### src/rtl/delay_req_arbiter.sv
// delay_req_arbiter: round-robin sharing of the delay buffer master request port.
// Every requester owns one request slot. Grants rotate through the pending slots. One
// downstream transaction is in flight at a time, and its completion goes back to the
// requester that issued it.
// Optional feature: define DELAY_ARB_TIMEOUT_EN to enable the WAIT watchdog.
module delay_req_arbiter #(
    parameter int unsigned data_width     = 16,
    parameter int unsigned n_req          = 4,
    parameter int unsigned timeout_cycles = 255
) (
    input  logic                          clk,
    input  logic                          reset_n,
    input  logic [n_req-1:0]              req_read,
    input  logic [n_req-1:0]              req_write,
    input  logic [n_req*data_width-1:0]   req_handle,
    input  logic [n_req*data_width-1:0]   req_wdata,
    input  logic [n_req*data_width-1:0]   req_winc,
    output logic [data_width-1:0]         req_rdata,
    output logic [n_req-1:0]              req_read_valid,
    output logic [n_req-1:0]              req_write_ack,
    output logic                          delay_read_req,
    output logic                          delay_write_req,
    output logic [data_width-1:0]         delay_req_handle,
    output logic [data_width-1:0]         delay_write_data,
    output logic [data_width-1:0]         delay_write_inc,
    input  logic [data_width-1:0]         delay_read_data,
    input  logic                          delay_read_valid,
    input  logic                          delay_write_ack,
    input  logic                          clear_errors,
    output logic                          busy,
    output logic [$clog2(n_req)-1:0]      grant_idx,
    output logic [n_req-1:0]              overflow,
    output logic                          error
);

    localparam int unsigned idx_w = $clog2(n_req);
    typedef logic [idx_w-1:0] idx_t;

    typedef enum logic [1:0] {StIdle, StIssue, StWait} state_t;

    state_t state_q, state_d;

    // Per-requester slot storage
    logic [n_req-1:0]      pend_q, slot_rd_q, slot_wr_q;
    logic [data_width-1:0] handle_q [n_req];
    logic [data_width-1:0] wdata_q  [n_req];
    logic [data_width-1:0] winc_q   [n_req];

    // Current transaction
    idx_t                  rr_ptr_q, grant_q, grant_sel;
    logic                  grant_found;
    logic                  cur_rd_q, cur_wr_q, rd_done_q, wr_done_q;
    logic [data_width-1:0] dh_q, dd_q, di_q, rdata_q;
    logic [n_req-1:0]      rv_q, wa_q, ovf_q;
    logic                  stray_q;

    logic                  in_wait, rd_ok, wr_ok, all_done, finish, stray_ev;
    logic                  timeout_fire, timeout_flag;
    logic [n_req-1:0]      pulse, comp_vec, ovf_ev;

    assign in_wait  = (state_q == StWait);
    assign rd_ok    = !cur_rd_q || rd_done_q || delay_read_valid;
    assign wr_ok    = !cur_wr_q || wr_done_q || delay_write_ack;
    assign all_done = in_wait && rd_ok && wr_ok;
    assign finish   = all_done || timeout_fire;
    assign stray_ev = (delay_read_valid && !(in_wait && cur_rd_q)) ||
                      (delay_write_ack && !(in_wait && cur_wr_q));
    assign pulse    = req_read | req_write;
    assign comp_vec = finish ? (n_req'(1) << grant_q) : '0;
    // A pulse into a slot that completes this cycle is accepted, not an overflow
    assign ovf_ev   = pulse & pend_q & ~comp_vec;

`ifdef DELAY_ARB_TIMEOUT_EN
    localparam int unsigned cnt_w = $clog2(timeout_cycles + 1);
    logic [cnt_w-1:0] cnt_q;
    logic             timeout_q;

    assign timeout_fire = in_wait && !all_done && (cnt_q == cnt_w'(timeout_cycles - 1));
    assign timeout_flag = timeout_q;

    // Watchdog: zero while issuing, counts every WAIT cycle; sticky flag on expiry
    always_ff @(posedge clk or negedge reset_n) begin
        if (!reset_n) begin
            cnt_q     <= '0;
            timeout_q <= 1'b0;
        end else begin
            if (state_q == StIssue) begin
                cnt_q <= '0;
            end else if (in_wait) begin
                cnt_q <= cnt_q + 1'b1;
            end
            timeout_q <= (clear_errors ? 1'b0 : timeout_q) | timeout_fire;
        end
    end
`else
    assign timeout_fire = 1'b0;
    assign timeout_flag = 1'b0;
`endif

    // Round-robin search: first pending slot after rr_ptr
    always_comb begin
        int unsigned k;
        idx_t        cand;
        grant_found = 1'b0;
        grant_sel   = rr_ptr_q;
        k           = 0;
        cand        = '0;
        for (int unsigned j = 1; j <= n_req; j++) begin
            k    = (32'(rr_ptr_q) + j) % n_req;
            cand = idx_t'(k);
            if (!grant_found && pend_q[cand]) begin
                grant_found = 1'b1;
                grant_sel   = cand;
            end
        end
    end

    // FSM next state
    always_comb begin
        state_d = state_q;
        unique case (state_q)
            StIdle:  if (grant_found) state_d = StIssue;
            StIssue: state_d = StWait;
            StWait:  if (finish) state_d = StIdle;
            default: state_d = StIdle;
        endcase
    end

    // FSM state register
    always_ff @(posedge clk or negedge reset_n) begin
        if (!reset_n) begin
            state_q <= StIdle;
        end else begin
            state_q <= state_d;
        end
    end

    // Slot capture and release
    always_ff @(posedge clk or negedge reset_n) begin
        if (!reset_n) begin
            pend_q    <= '0;
            slot_rd_q <= '0;
            slot_wr_q <= '0;
            for (int i = 0; i < n_req; i++) begin
                handle_q[i] <= '0;
                wdata_q[i]  <= '0;
                winc_q[i]   <= '0;
            end
        end else begin
            for (int i = 0; i < n_req; i++) begin
                if (pulse[i] && (!pend_q[i] || comp_vec[i])) begin
                    pend_q[i]    <= 1'b1;
                    slot_rd_q[i] <= req_read[i];
                    slot_wr_q[i] <= req_write[i];
                    handle_q[i]  <= req_handle[i*data_width +: data_width];
                    wdata_q[i]   <= req_wdata[i*data_width +: data_width];
                    winc_q[i]    <= req_winc[i*data_width +: data_width];
                end else if (comp_vec[i]) begin
                    pend_q[i] <= 1'b0;
                end
            end
        end
    end

    // Grant latch, downstream payload and completion tracking
    always_ff @(posedge clk or negedge reset_n) begin
        if (!reset_n) begin
            rr_ptr_q  <= idx_t'(n_req - 1);
            grant_q   <= '0;
            cur_rd_q  <= 1'b0;
            cur_wr_q  <= 1'b0;
            rd_done_q <= 1'b0;
            wr_done_q <= 1'b0;
            dh_q      <= '0;
            dd_q      <= '0;
            di_q      <= '0;
        end else begin
            if (state_q == StIdle && grant_found) begin
                grant_q  <= grant_sel;
                cur_rd_q <= slot_rd_q[grant_sel];
                cur_wr_q <= slot_wr_q[grant_sel];
                dh_q     <= handle_q[grant_sel];
                dd_q     <= wdata_q[grant_sel];
                di_q     <= winc_q[grant_sel];
            end
            if (state_q == StIssue) begin
                rd_done_q <= 1'b0;
                wr_done_q <= 1'b0;
            end else if (in_wait) begin
                if (delay_read_valid && cur_rd_q) rd_done_q <= 1'b1;
                if (delay_write_ack && cur_wr_q) wr_done_q <= 1'b1;
            end
            if (finish) begin
                rr_ptr_q <= grant_q;
            end
        end
    end

    // Requester-side outputs: read data, completion pulses, sticky error flags
    always_ff @(posedge clk or negedge reset_n) begin
        if (!reset_n) begin
            rdata_q <= '0;
            rv_q    <= '0;
            wa_q    <= '0;
            ovf_q   <= '0;
            stray_q <= 1'b0;
        end else begin
            if (in_wait && cur_rd_q && delay_read_valid) begin
                rdata_q <= delay_read_data;
            end else if (timeout_fire && cur_rd_q && !rd_done_q) begin
                rdata_q <= '0;
            end
            rv_q    <= (finish && cur_rd_q) ? comp_vec : '0;
            wa_q    <= (finish && cur_wr_q) ? comp_vec : '0;
            ovf_q   <= (clear_errors ? '0 : ovf_q) | ovf_ev;
            stray_q <= (clear_errors ? 1'b0 : stray_q) | stray_ev;
        end
    end

    assign req_rdata        = rdata_q;
    assign req_read_valid   = rv_q;
    assign req_write_ack    = wa_q;
    assign delay_read_req   = (state_q == StIssue) && cur_rd_q;
    assign delay_write_req  = (state_q == StIssue) && cur_wr_q;
    assign delay_req_handle = dh_q;
    assign delay_write_data = dd_q;
    assign delay_write_inc  = di_q;
    assign busy             = (state_q != StIdle) || (|pend_q);
    assign grant_idx        = grant_q;
    assign overflow         = ovf_q;
    assign error            = (|ovf_q) || stray_q || timeout_flag;

endmodule

### config.mk
export PLATFORM = sky130hd
export DESIGN_NAME = delay_req_arbiter
export DESIGN_NICKNAME = d
export VERILOG_FILES = /design/src/rtl/delay_req_arbiter.sv
export SDC_FILE = /design/constraint.sdc
export NUM_CORES = 1
export LEC_CHECK = 0
export BUFFER_PORTS_ARGS = -buffer_cell sky130_fd_sc_hd__buf_2
export CORE_UTILIZATION = 53
export DETAILED_ROUTE_END_ITERATION = 12
export GPL_ROUTABILITY_DRIVEN = 1
export GPL_TIMING_DRIVEN = 0
export PLACE_DENSITY_LB_ADDON = 0.3
export SLEW_MARGIN = 10
export SYNTH_ARGS = -nofsm -noshare
export SYNTH_HDL_FRONTEND = slang
export SYNTH_SLANG_ARGS = --single-unit
### constraint.sdc
create_clock -name clk -period 2.7 [get_ports clk]
set_clock_uncertainty 0.1 [all_clocks]
set_input_delay 0.27 -clock clk [delete_from_list [all_inputs] [get_ports clk]]
set_output_delay 0.27 -clock clk [all_outputs]
set_load 0.1 [all_outputs]
== Word-level counts from Yosys, hierarchy flattened ==
Index checks and enable logic that the tools add are counted.

* Register bits: 291
* Input port bits: 221
* Word-level logic and storage cells: 169

* Add/subtract/negate cells: 4
* Magnitude comparators: 6
* Eq/ne operators: 4
* Shifts and indexed selects: 1
* Mux-type cells: 51
* Bitwise logic cells: 7
* Reduce and logical (&&, ||, !) cells: 57

{| class="wikitable"
|+ Operators with widths
! kind !! count
|-
| binary-select mux 16 bit (select 2 bit) || 3
|-
| 2-to-1 mux 16 bit || 6
|-
| 2-to-1 mux 1 bit || 25
|-
| logical AND 1 bit || 21
|-
| 2-to-1 mux 4 bit || 4
|-
| nonzero test 2 bit || 8
|-
| < comparator 2 x 3 -> 1 bit (second input constant) || 5
|-
| binary-select mux 1 bit (select 2 bit) || 6
|-
| 2-to-1 mux 2 bit || 6
|-
| zero test 1 bit || 11
|-
| logical OR 1 bit || 11
|-
| bitwise AND 4 bit || 2
|-
| bitwise OR 4 bit || 2
|-
| OR reduction 4 bit || 2
|-
| case mux 2 bit (3 select lines) || 1
|-
| AND reduction 2 bit || 3
|-
| adder 2 x 1 -> 2 bit (second input constant) || 2
|-
| adder 2 bit (second input constant) || 2
|-
| inverter 4 bit || 1
|-
| << shifter 1 x 2 -> 4 bit (first input constant) || 1
|-
| >= comparator 3 bit (second input constant) || 1
|-
| inverter 2 -> 3 bit || 1
|-
| == test 2 x 1 -> 1 bit (second input constant) || 1
|-
| == test 2 bit (second input constant) || 1
|-
| 4 further kinds || 4
|}

== Logic depth before layout (Yosys ltp) ==
Gate-level depths: netlist (run 1).

* Depth after elaboration: 17
* Mapped depth: 9
* Depth with buffers taken out: 6

== Worst setup path before layout (run 1) ==
No wires, ideal clock.

* Path type: reg-to-reg
* From: reg grant_q[1] (netlist: grant_idx[1])
* To: reg wdata_q[16] in the netlist's numbering
* Setup time: 125 ps
* Arrival: 2500 ps
* Required time: 2475 ps
* Path slack: -24 ps
* Cell stages (with the launch flop): 7
* Path buffers: 2
* Period minus slack after synthesis: 2724 ps
* Cell sequence: dfrtp_1 nand2b_1 o21ai_2 nor2b_1 buf_2 buf_2 mux2_2

* Cells in the longest elaborated chain, start to end: 4

{| class="wikitable"
|+ RTL lines
! item !! RTL line !! source
|-
| start: declaration || 50 || <nowiki>idx_t rr_ptr_q, grant_q, grant_sel;</nowiki>
|-
| start signal: assignment || 179 || <nowiki>grant_q <= grant_sel;</nowiki>
|-
| << shifter 1 x 2 -> 4 bit || 69 || <nowiki>assign comp_vec = finish ? (n_req'(1) << grant_q) : '0;</nowiki>
|-
| 2-to-1 mux 4 bit || 69 ||
|-
| logical OR 1 bit || 151 || <nowiki>if (pulse[i] && (!pend_q[i] || comp_vec[i])) begin</nowiki>
|-
| logical AND 1 bit || 151 ||
|-
| end signal: indexed assignment || 156 || <nowiki>wdata_q[i] <= req_wdata[i*data_width +: data_width];</nowiki>
|-
| end: declaration || 46 || <nowiki>logic [data_width-1:0] wdata_q [n_req];</nowiki>
|}

No other way between the ends.
A chain may end at the register's enable or synchronous reset.

== Worst setup path after layout (run 1) ==
* From: reg rr_ptr_q[0]
* To: reg dh_q[10] (netlist: delay_req_handle[10])

* Cells in the longest elaborated chain, start to end: 17

{| class="wikitable"
|+ RTL lines
! item !! RTL line !! source
|-
| start: declaration || 50 ||
|-
| start signal: assignment || 168 || <nowiki>rr_ptr_q <= idx_t'(n_req - 1);</nowiki>
|-
| start signal: assignment || 194 || <nowiki>rr_ptr_q <= grant_q;</nowiki>
|-
| adder 2 x 1 -> 2 bit || 109 || <nowiki>k = (32'(rr_ptr_q) + j) % n_req;</nowiki>
|-
| binary-select mux 1 bit (select 2 bit) || 111 || <nowiki>if (!grant_found && pend_q[cand]) begin</nowiki>
|-
| 2-to-1 mux 1 bit (implied by the code) || 111 ||
|-
| 2-to-1 mux 1 bit || 111 ||
|-
| zero test 1 bit || 111 ||
|-
| logical AND 1 bit || 111 ||
|-
| 2-to-1 mux 1 bit || 111 ||
|-
| zero test 1 bit || 111 ||
|-
| logical AND 1 bit || 111 ||
|-
| 2-to-1 mux 1 bit || 111 ||
|-
| zero test 1 bit || 111 ||
|-
| logical AND 1 bit || 111 ||
|-
| 2-to-1 mux 2 bit || 111 ||
|-
| inverter 2 -> 3 bit (implied by the code) || 182 || <nowiki>dh_q <= handle_q[grant_sel];</nowiki>
|-
| binary-select mux 16 bit (select 2 bit) || 182 ||
|-
| 2-to-1 mux 16 bit (implied by the code) (2 in series) || 182 ||
|-
| end signal: assignment || 182 ||
|-
| end: declaration || 53 || <nowiki>logic [data_width-1:0] dh_q, dd_q, di_q, rdata_q;</nowiki>
|}

Several ways; a longest one is shown, not always the timed one. The select of a mux whose other input is x is not followed.

==> impl_metrics.tcl, run 1 <==
set metrics [dict create \
    path_buf_inv 3 \
    syn_nets 1143 \
    cp.arrival_ns 2.98 \
    cts_sinks 291 \
    fin_nets 1707 \
    insertion_delay_ns 0.54 \
    wl_per_cell_um 21.5 \
    io_buffer_count 302 \
    die-area_mm2 0.0238 \
    dr.pass1.iters 6 \
    ys_seq_area_frac 0.593 \
    syn_to_final_growth_pct 43.9 \
    final_layout_size_suffix_gt1_frac 0.373 \
    path_cells "inv_1, o211a_1, o31ai_2, buf_4, buf_2, a211oi_1, a211oi_1" \
    end_kind "flop" \
    grt_max_degree 89 \
    crit_type "reg2reg" \
    clockBufferDepth 3 \
    synth.distinct_cells 36 \
    cts_root_buf "clkbuf_16" \
    netlist_area_mm2 0.0123 \
    min_period_over_period 0.980 \
    max_stage_delay_ns 0.57 \
    avgSynthCellArea_um2 13.4 \
    maxCapViolations 0 \
    hold_class "in2async" \
    critPathTopFamily "compound AO/OA/AOI/OAI gates" \
    antenna_found_initial 6 \
    via_per_inst 5.64 \
    stdcell_area_mm2 0.0177 \
    fin_tns_setup_ns 0 \
    io_pins 303 \
    vdd_drop_max_mv 1.27 \
    fin_crit_ns 2.65 \
    drtIter0Drc 555 \
    slew_viol_final 0 \
    worstMarginPinSlew_ns 0.786 \
    post-dp-hpwl_um 23000 \
    pre_cts_ws_ns -0.529 \
    placementRows 55 \
    fin_ws_ns 0.0545 \
    htreeDepth 1 \
    cts_tree "built" \
    grt_pass1_wl_um 59800 \
    n_fill_cell 1327 \
    die_y_um 154 \
    setup_viol 0 \
    leakagePower_nw 8.16 \
    relSlewSlack 0.472 \
    netlist_instances 919 \
    totalWireLength_um 38600 \
    numCtsBuffers 30 \
    critPathRequiredTime_ns 3.03 \
    status "complete, no violations" \
    fin_cells 1795 \
    ys_warn_count 0 \
    whs_ns 0.146 \
    overflow 0 \
    critPathLaunchType "flop" \
    grt_setup_unrepaired "yes" \
    grt_usage 0.328 \
    power_per_cell_area_mw_per_mm2 1360 \
    ys_ff_latch 291 \
    slowest_stage "dfstp_2" \
    dp_cells 1509 \
    ant_nets 0 \
    first_global_vias 11000 \
    core-area_mm2 0.0227 \
    via_count 10100 \
    final_hold_viol_count 0 \
    gp_congestion 0.797 \
    postPlaceCellArea_mm2 0.0143 \
    clk_pin_slew_worst_paths_ns 0.07 \
    crit_top_cell "a211oi_1" \
    cp_max_fo 10 \
    fmax_ghz 0.378 \
    initial_utilization 0.541 \
    die_w_um 154 \
    drcViolationCount 0 \
]
-- cells in the mapped netlist --
master / instances / share of area
a2111oi_0: 1 / 0.00071
a211oi_1: 99 / 0.061
a21oi_1: 3 / 0.0012
a22o_1: 9 / 0.0064
a22oi_1: 1 / 0.00061
a31oi_1: 3 / 0.0015
and2_1: 3 / 0.0015
and3_1: 49 / 0.025
buf_2: 24 / 0.0098
buf_4: 3 / 0.0018
clkbuf_1: 31 / 0.0095
dfrtp_1: 289 / 0.59
dfstp_2: 2 / 0.0043
ha_1: 3 / 0.0031
inv_1: 9 / 0.0027
inv_2: 1 / 0.00031
mux2_1: 56 / 0.051
mux2_2: 153 / 0.14
mux2i_1: 50 / 0.041
nand2_1: 28 / 0.0086
nand2b_1: 5 / 0.0025
nand3_1: 3 / 0.0012
nor2_1: 64 / 0.020
nor2b_1: 6 / 0.0031
nor3_1: 5 / 0.0020
nor4_1: 2 / 0.0010
o211a_1: 1 / 0.00081
o21a_1: 1 / 0.00061
o21ai_0: 3 / 0.0012
o21ai_2: 3 / 0.0021
o22ai_1: 4 / 0.0020
o311ai_4: 1 / 0.0021
o31a_1: 1 / 0.00071
o31ai_1: 1 / 0.00061
o31ai_2: 1 / 0.0010
or3b_1: 1 / 0.00071
-- per-layer routing --
metal  part of all wire  track usage
met1               0.40        0.399
met2               0.51        0.584
met4              0.038        0.123
met3              0.052       0.0574
met5                  0            0
-- cell usage in the layout, fill, tap and decap left out, types with 3 or more instances in the layout --
cell type	n
clkbuf_16	31
dlygate4sd3_1	225
o21ai_0	3
buf_2	314
clkbuf_2	7
bufinv_16	3
o21ai_4	3
inv_1	9
clkbuf_1	33
o22ai_1	4
a211oi_1	96
a22o_1	9
mux2_2	153
and3_1	49
buf_6	3
diode_2	6
clkbuf_8	5
mux2i_1	50
a211oi_2	3
nand3_1	3
mux2_1	56
buf_16	3
nor3_1	5
buf_4	12
a21oi_1	3
and2_1	3
nand2b_1	5
dfrtp_1	287
clkinv_2	5
nor2_1	64
nand2_1	27
nor2b_4	3
-- layout make-up --
| type | instances | area [um2] | share of cell area |
|---|---|---|---|
| Antenna cell | 6 | 15.0 | 0.000849 |
| Clock buffer | 45 | 878 | 0.0497 |
| Tap cell | 285 | 357 | 0.0202 |
| Buffer | 58 | 307 | 0.0173 |
| Sequential cell | 291 | 7290 | 0.412 |
| Clock inverter | 8 | 115 | 0.00651 |
| Inverter | 10 | 37.5 | 0.00212 |
| Timing Repair Buffer | 532 | 3870 | 0.219 |
| Multi-Input combinational cell | 560 | 4810 | 0.272 |
-- per-stage QoR --
stage,util,total power [W]
final,0.779,0.0241
after global routing,0.779,0.0251
after detailed placement,0.628,0.0191
after global placement,0.623,0.0187
after CTS,0.776,0.0237
after floorplan,-,0.0163
-- report_power, final --
group	internal (W)	switching, W	total [W]
Sequential	0.00656	0.00127	0.00782
Clock	0.00251	0.00172	0.00423
Combinational	0.00385	0.00820	0.0120
-- cell families after synthesis --
group,count (synthesis),synth area share
flip-flops,291,0.593
buffers and inverters,68,0.0241
AO/OA/AOI/OAI,132,0.0823
multiplexers,259,0.232
AND/OR/NAND/NOR,166,0.0652
adder cells (fa/ha/maj),3,0.00306
-- final timing paths --
check / startpoint / endpoint / slack [ns] / depth (start not counted)
worst max register to register: rr_ptr_q[0] / delay_req_handle[10] / 0.05 / 7
max in group asynchronous: reset_n / delay_write_data[2] / 1.56 / 3
worst min-delay path: reset_n / req_write_ack[3] / 0.15 / 2
worst min register to register: winc_q[35] / winc_q[35] / 0.38 / 1
worst max-delay path: rr_ptr_q[0] / delay_req_handle[10] / 0.05 / 7
min in group clk: req_winc[10] / winc_q[58] / 0.37 / 3
-- registers in the layout, summed over array words and instances, names as in the netlist, 16 cells and up --
name,cells
req_rdata,16
winc_q,64
delay_req_handle,16
wdata_q,64
delay_write_inc,16
delay_write_data,16
handle_q,64
-- worst reg2reg max path, stage by stage, from the launching register on --
cell and delay (ns):
dfstp_2 0.57, inv_1 0.10, o211a_1 0.29, o31ai_2 0.51, buf_4 0.30, buf_2 0.30, a211oi_1 0.11, a211oi_1 0.26
-- repair_timing --
item,in CTS,in global routing
buffers inserted,1,1
setup endpoints to repair,187,143
pin swaps,1,4
hold buffers,225,0
endpoints found under the hold margin,385,0
resized for setup,28,17
Note: power is estimated with default switching activity, not from simulation.
==> inputs of run 2 (changes only) <==
--- a/config.mk
+++ b/config.mk
@@ -11,6 +11,7 @@
 export GPL_ROUTABILITY_DRIVEN = 1
 export GPL_TIMING_DRIVEN = 0
 export PLACE_DENSITY_LB_ADDON = 0.3
+export SETUP_SLACK_MARGIN = 0.3
 export SLEW_MARGIN = 10
 export SYNTH_ARGS = -nofsm -noshare
 export SYNTH_HDL_FRONTEND = slang
==> impl_metrics.tcl, run 2 (same netlist as run 1, synthesis figures left out) <==
set metrics [dict create \
    io_buffer_count 302 \
    power_per_cell_area_mw_per_mm2 1370 \
    numCtsBuffers 30 \
    insertion_delay_ns 0.55 \
    core-area_mm2 0.0227 \
    relSlewSlack 0.564 \
    die_w_um 154 \
    final_hold_viol_count 0 \
    final_layout_size_suffix_gt1_frac 0.396 \
    fin_nets 1717 \
    cts_sinks 291 \
    critPathLaunchType "flop" \
    critPathRequiredTime_ns 3.02 \
    max_stage_delay_ns 0.41 \
    ant_nets 0 \
    crit_top_cell "buf_8" \
    syn_to_final_growth_pct 46.1 \
    antenna_found_initial 5 \
    via_per_inst 5.64 \
    io_pins 303 \
    path_buf_inv 3 \
    final_cell_mix "314 x buf_2, 285 x dfrtp_1, 223 x dlygate4sd3_1, 153 x mux2_2, 89 x a211oi_1" \
    fin_tns_setup_ns 0 \
    slew_viol_final 0 \
    reg2regPathDepth 8 \
    critPathTopFamily "compound AO/OA/AOI/OAI gates" \
    grt_setup_unrepaired "yes" \
    drcViolationCount 0 \
    end_kind "flop" \
    crit_type "reg2reg" \
    whs_ns 0.140 \
    min_period_over_period 0.873 \
    cp.arrival_ns 2.67 \
    via_count 10200 \
    grt_max_degree 89 \
    initial_utilization 0.541 \
    clockBufferDepth 3 \
    first_global_vias 11200 \
    grt_usage 0.334 \
    setup_viol 0 \
    dr.pass1.iters 5 \
    htreeDepth 1 \
    slowest_stage "dfrtp_1" \
    pre_cts_ws_ns -0.529 \
    status "complete, no violations" \
    die_y_um 154 \
    path_depth 8 \
    n_fill_cell 1300 \
    totalWireLength_um 39200 \
    path_cells "inv_2, ha_4, o311ai_4, o31ai_4, nor2b_4, buf_8, buf_8, mux2_1" \
    gp_congestion 0.797 \
    die-area_mm2 0.0238 \
    fin_cells 1805 \
    cp_max_fo 10 \
    dp_cells 1509 \
    clk_pin_slew_worst_paths_ns 0.06 \
    fin_crit_ns 2.36 \
    placementRows 55 \
    vdd_drop_max_mv 1.30 \
    wl_per_cell_um 21.7 \
    fmax_ghz 0.424 \
    hold_class "in2async" \
    fin_ws_ns 0.343 \
    post-dp-hpwl_um 23000 \
    cts_tree "built" \
    drtIter0Drc 553 \
    maxCapViolations 0 \
    final_common_cell "buf_2" \
    cts_root_buf "clkbuf_16" \
    overflow 0 \
    worstMarginPinSlew_ns 0.652 \
    finalPower_w 0.0246 \
    reg.largest.list "handle_q x64, wdata_q x64, winc_q x64" \
    grt_pass1_wl_um 60800 \
    leakagePower_nw 8.30 \
]
run 2: path summary, 6_finish.rpt:
path	from	endpoint	slack (ns)
max	state_q[0]	winc_q[60]	0.34
max reg2reg	state_q[0]	winc_q[60]	0.34
min in group clk	req_winc[10]	winc_q[58]	0.37
min	reset_n	req_write_ack[3]	0.14
min reg2reg	winc_q[35]	winc_q[35]	0.38
max in group asynchronous	reset_n	wdata_q[0]	1.56
run 2: repair_timing:
action | CTS | global route
setup buffers | 9 | 5
setup endpoints to repair | 243 | 159
endpoints found under the hold margin | 385 | 0
gates resized for setup | 59 | 58
hold buffers | 223 | 0
pin swaps | 6 | 3
run 2: where the power goes:
group / internal [W] / total [W] / switching (W)
clock network: 0.00251 / 0.00424 / 0.00173
logic: 0.00413 / 0.0125 / 0.00835
registers: 0.00656 / 0.00785 / 0.00129
total: 0.0132 / 0.0246 / 0.0114
run 2: area by class of cell:
type | count | area [um2] | area share
sequential | 291 | 7290 | 0.406
multi-input combinational | 560 | 4900 | 0.273
timing repair buffer | 542 | 3950 | 0.220
clock buffer | 45 | 878 | 0.0489
buffer | 58 | 404 | 0.0225
tap | 285 | 357 | 0.0199
clock inverter | 8 | 115 | 0.00641
inverter | 10 | 37.5 | 0.00209
antenna | 6 | 15.0 | 0.000836
run 2: worst reg2reg max path: stages (launching register included):
cell,delay [ns]
dfrtp_1,0.41
inv_2,0.09
ha_4,0.18
o311ai_4,0.21
o31ai_4,0.25
nor2b_4,0.30
buf_8,0.17
buf_8,0.15
mux2_1,0.37
run 2: through the flow:
stage / utilization / instance area [um2]
after floorplan: - / 12300
after global placement: 0.623 / 14200
after detailed placement: 0.628 / 14300
after CTS: 0.783 / 17800
after global routing: 0.790 / 17900
final: 0.790 / 17900
run 2: metal layers:
metal  GRT usage  share of wire  wire length, um  vias up
met1       0.405           0.39            15300     5146
met5           0              0                0        -
met3      0.0602          0.057             2240      111
met2       0.587           0.51            20200      418
li1            -              -                -     4499
met4       0.142          0.038             1480        0
==> inputs of run 3 (changes only) <==
--- a/config.mk
+++ b/config.mk
@@ -10,7 +10,7 @@
 export DETAILED_ROUTE_END_ITERATION = 12
 export GPL_ROUTABILITY_DRIVEN = 1
 export GPL_TIMING_DRIVEN = 0
-export PLACE_DENSITY_LB_ADDON = 0.3
+export PLACE_DENSITY = 0.77
 export SETUP_SLACK_MARGIN = 0.3
 export SLEW_MARGIN = 10
 export SYNTH_ARGS = -nofsm -noshare
==> impl_metrics.tcl, run 3 (same netlist as run 1, synthesis figures left out) <==
set metrics [dict create \
    cp.arrival_ns 2.69 \
    drcViolationCount 0 \
    slew_viol_final 0 \
    pre_cts_ws_ns -0.510 \
    final_hold_viol_count 0 \
    r2r_slack_ns 0.32 \
    r2r-start "pend_q[3]" \
    switchingPower_w 0.0115 \
    drtIter0Drc 519 \
    gp_congestion 0.808 \
    swShare 0.464 \
    stdcell_area_mm2 0.0180 \
    cp-startpoint "pend_q[3]" \
    clockBufferDepth 3 \
    die-area_mm2 0.0238 \
    fin_nets 1714 \
    antenna_found_initial 2 \
    p_int_w 0.0133 \
    slowest_stage "dfrtp_2" \
    pwr-share-seq 0.317 \
    reg.largest.list "handle_q x64, wdata_q x64, winc_q x64" \
    whs_ns 0.146 \
    clkPwrFrac 0.177 \
    leakagePower_nw 8.32 \
    post-dp-hpwl_um 23200 \
    numCtsBuffers 30 \
    cts_tree "built" \
    grt_pass1_wl_um 61400 \
    totalWireLength_um 39700 \
    met3_usage 0.0728 \
    via_count 10300 \
    dr.pass1.iters 6 \
    vdd_drop_max_mv 0.817 \
    power_per_cell_area_mw_per_mm2 1380 \
    grt_setup_unrepaired "no" \
    htreeDepth 1 \
    die_w_um 154 \
    use_met1 0.391 \
    cts_root_buf "clkbuf_16" \
    combinationalPowerShare 0.507 \
    crit_top_cell "a211oi_1" \
    placementRows 55 \
    die_y_um 154 \
    path_cells "nor2b_1, o21a_2, clkbuf_2, nand2_2, clkbuf_4, a211oi_1, a211oi_1" \
    insertion_delay_ns 0.55 \
    fin_ws_ns 0.317 \
    fmax_ghz 0.420 \
    grt_usage 0.336 \
    syn_to_final_growth_pct 46.5 \
    io_pins 303 \
    finalPower_w 0.0249 \
    cp_max_fo 10 \
    wl_per_cell_um 22.0 \
    grt_max_degree 92 \
    max_stage_delay_ns 0.47 \
    status "complete, no violations" \
    critPathLaunchType "flop" \
    relSlewSlack 0.628 \
    hold_class "in2async" \
    overflow 0 \
    fin_crit_ns 2.38 \
    initial_utilization 0.541 \
    crit_type "reg2reg" \
    worstMarginPinSlew_ns 0.554 \
    final_layout_size_suffix_gt1_frac 0.404 \
    reg2regPathDepth 7 \
    via_per_inst 5.72 \
    reg2reg_to "delay_req_handle[7]" \
    cts_sinks 291 \
    io_buffer_count 302 \
    final_cell_mix "309 x buf_2, 284 x dfrtp_1, 223 x dlygate4sd3_1, 153 x mux2_2, 80 x a211oi_1" \
    clk_pin_slew_worst_paths_ns 0.07 \
    ant_nets 0 \
    critPathRequiredTime_ns 3.01 \
    use_met2 0.597 \
    min_period_over_period 0.882 \
    postPlaceCellArea_mm2 0.0142 \
    maxCapViolations 0 \
    end_kind "flop" \
    setup_viol 0 \
    final_common_cell "buf_2" \
    globalRoute.busiestLayer "met2" \
    core-area_mm2 0.0227 \
    first_global_vias 11300 \
]
[run 3: cell types whose count changed in the layout (fill, tap and decap cells not counted), moves of 2 or more]
cell      delta
clkbuf_4     +5
clkbuf_2     -3
diode_2      -4
clkinv_2     +5
inv_6        +2
clkbuf_1     -4
a211oi_1     -9
buf_2        -5
a211oi_2     +9
[run 3: final cells by class]
| class | instances | area (um2) |
|---|---|---|
| flip-flops and latches | 291 | 7290 |
| multi-input cells | 560 | 4930 |
| fillers | 1287 | 4720 |
| repair buffers | 539 | 3930 |
| clock buffers | 39 | 856 |
| plain buffers | 58 | 397 |
| well taps | 285 | 357 |
| clock inverters | 16 | 188 |
| inverters | 10 | 37.5 |
| diodes | 2 | 5.00 |
[run 3: power by group through the flow]
stage	clock, W	sequential [W]	combinational [W]
floorplan	0	0.0112	0.00512
finish	0.00439	0.00788	0.0126
global route	0.00461	0.00807	0.0132
global placement	0	0.00763	0.0111
CTS	0.00440	0.00769	0.0120
detailed placement	0	0.00774	0.0113
[run 3: per-layer routing]
layer / routed length (um) / vias up
li1: - / 4497
met1: 14800 / 5168
met2: 20600 / 495
met3: 2650 / 139
met4: 1660 / 0
met5: 0 / -
[run 3: metrics by stage]
step	std cells	TNS [ns]	utilization
3_5_place_dp	1509	-52.55	0.627
5_1_grt	1800	0	0.792
2_1_floorplan	919	0	-
3_3_place_gp	1506	-1237.52	0.623
6_report	1800	0	0.792
4_1_cts	1797	0	0.785
[run 3: repair_timing]
action                                 4_1_cts  5_1_grt
hold buffers                               224        0
gates resized for setup                     65       52
setup endpoints to repair                  244      137
buffers inserted                             9        2
pin swaps                                    7        3
endpoints found under the hold margin      318        0
[run 3: worst max-delay path by stage]
stage	to	slack, ns
detailed placement	delay_write_data[15]	-0.51
finish	delay_req_handle[7]	0.32
floorplan	wdata_q[16]	0.32
global placement	grant_idx[1]	-4.67
CTS	winc_q[51]	0.30
global route	delay_write_data[3]	0.27
[run 3: worst max-delay path, delay by kind of cell (launching register included)]
kind	cells	cell delay, ns
flops	1	0.47
buf+inv	2	0.56
compound gates	3	0.71
simple gates	2	0.38
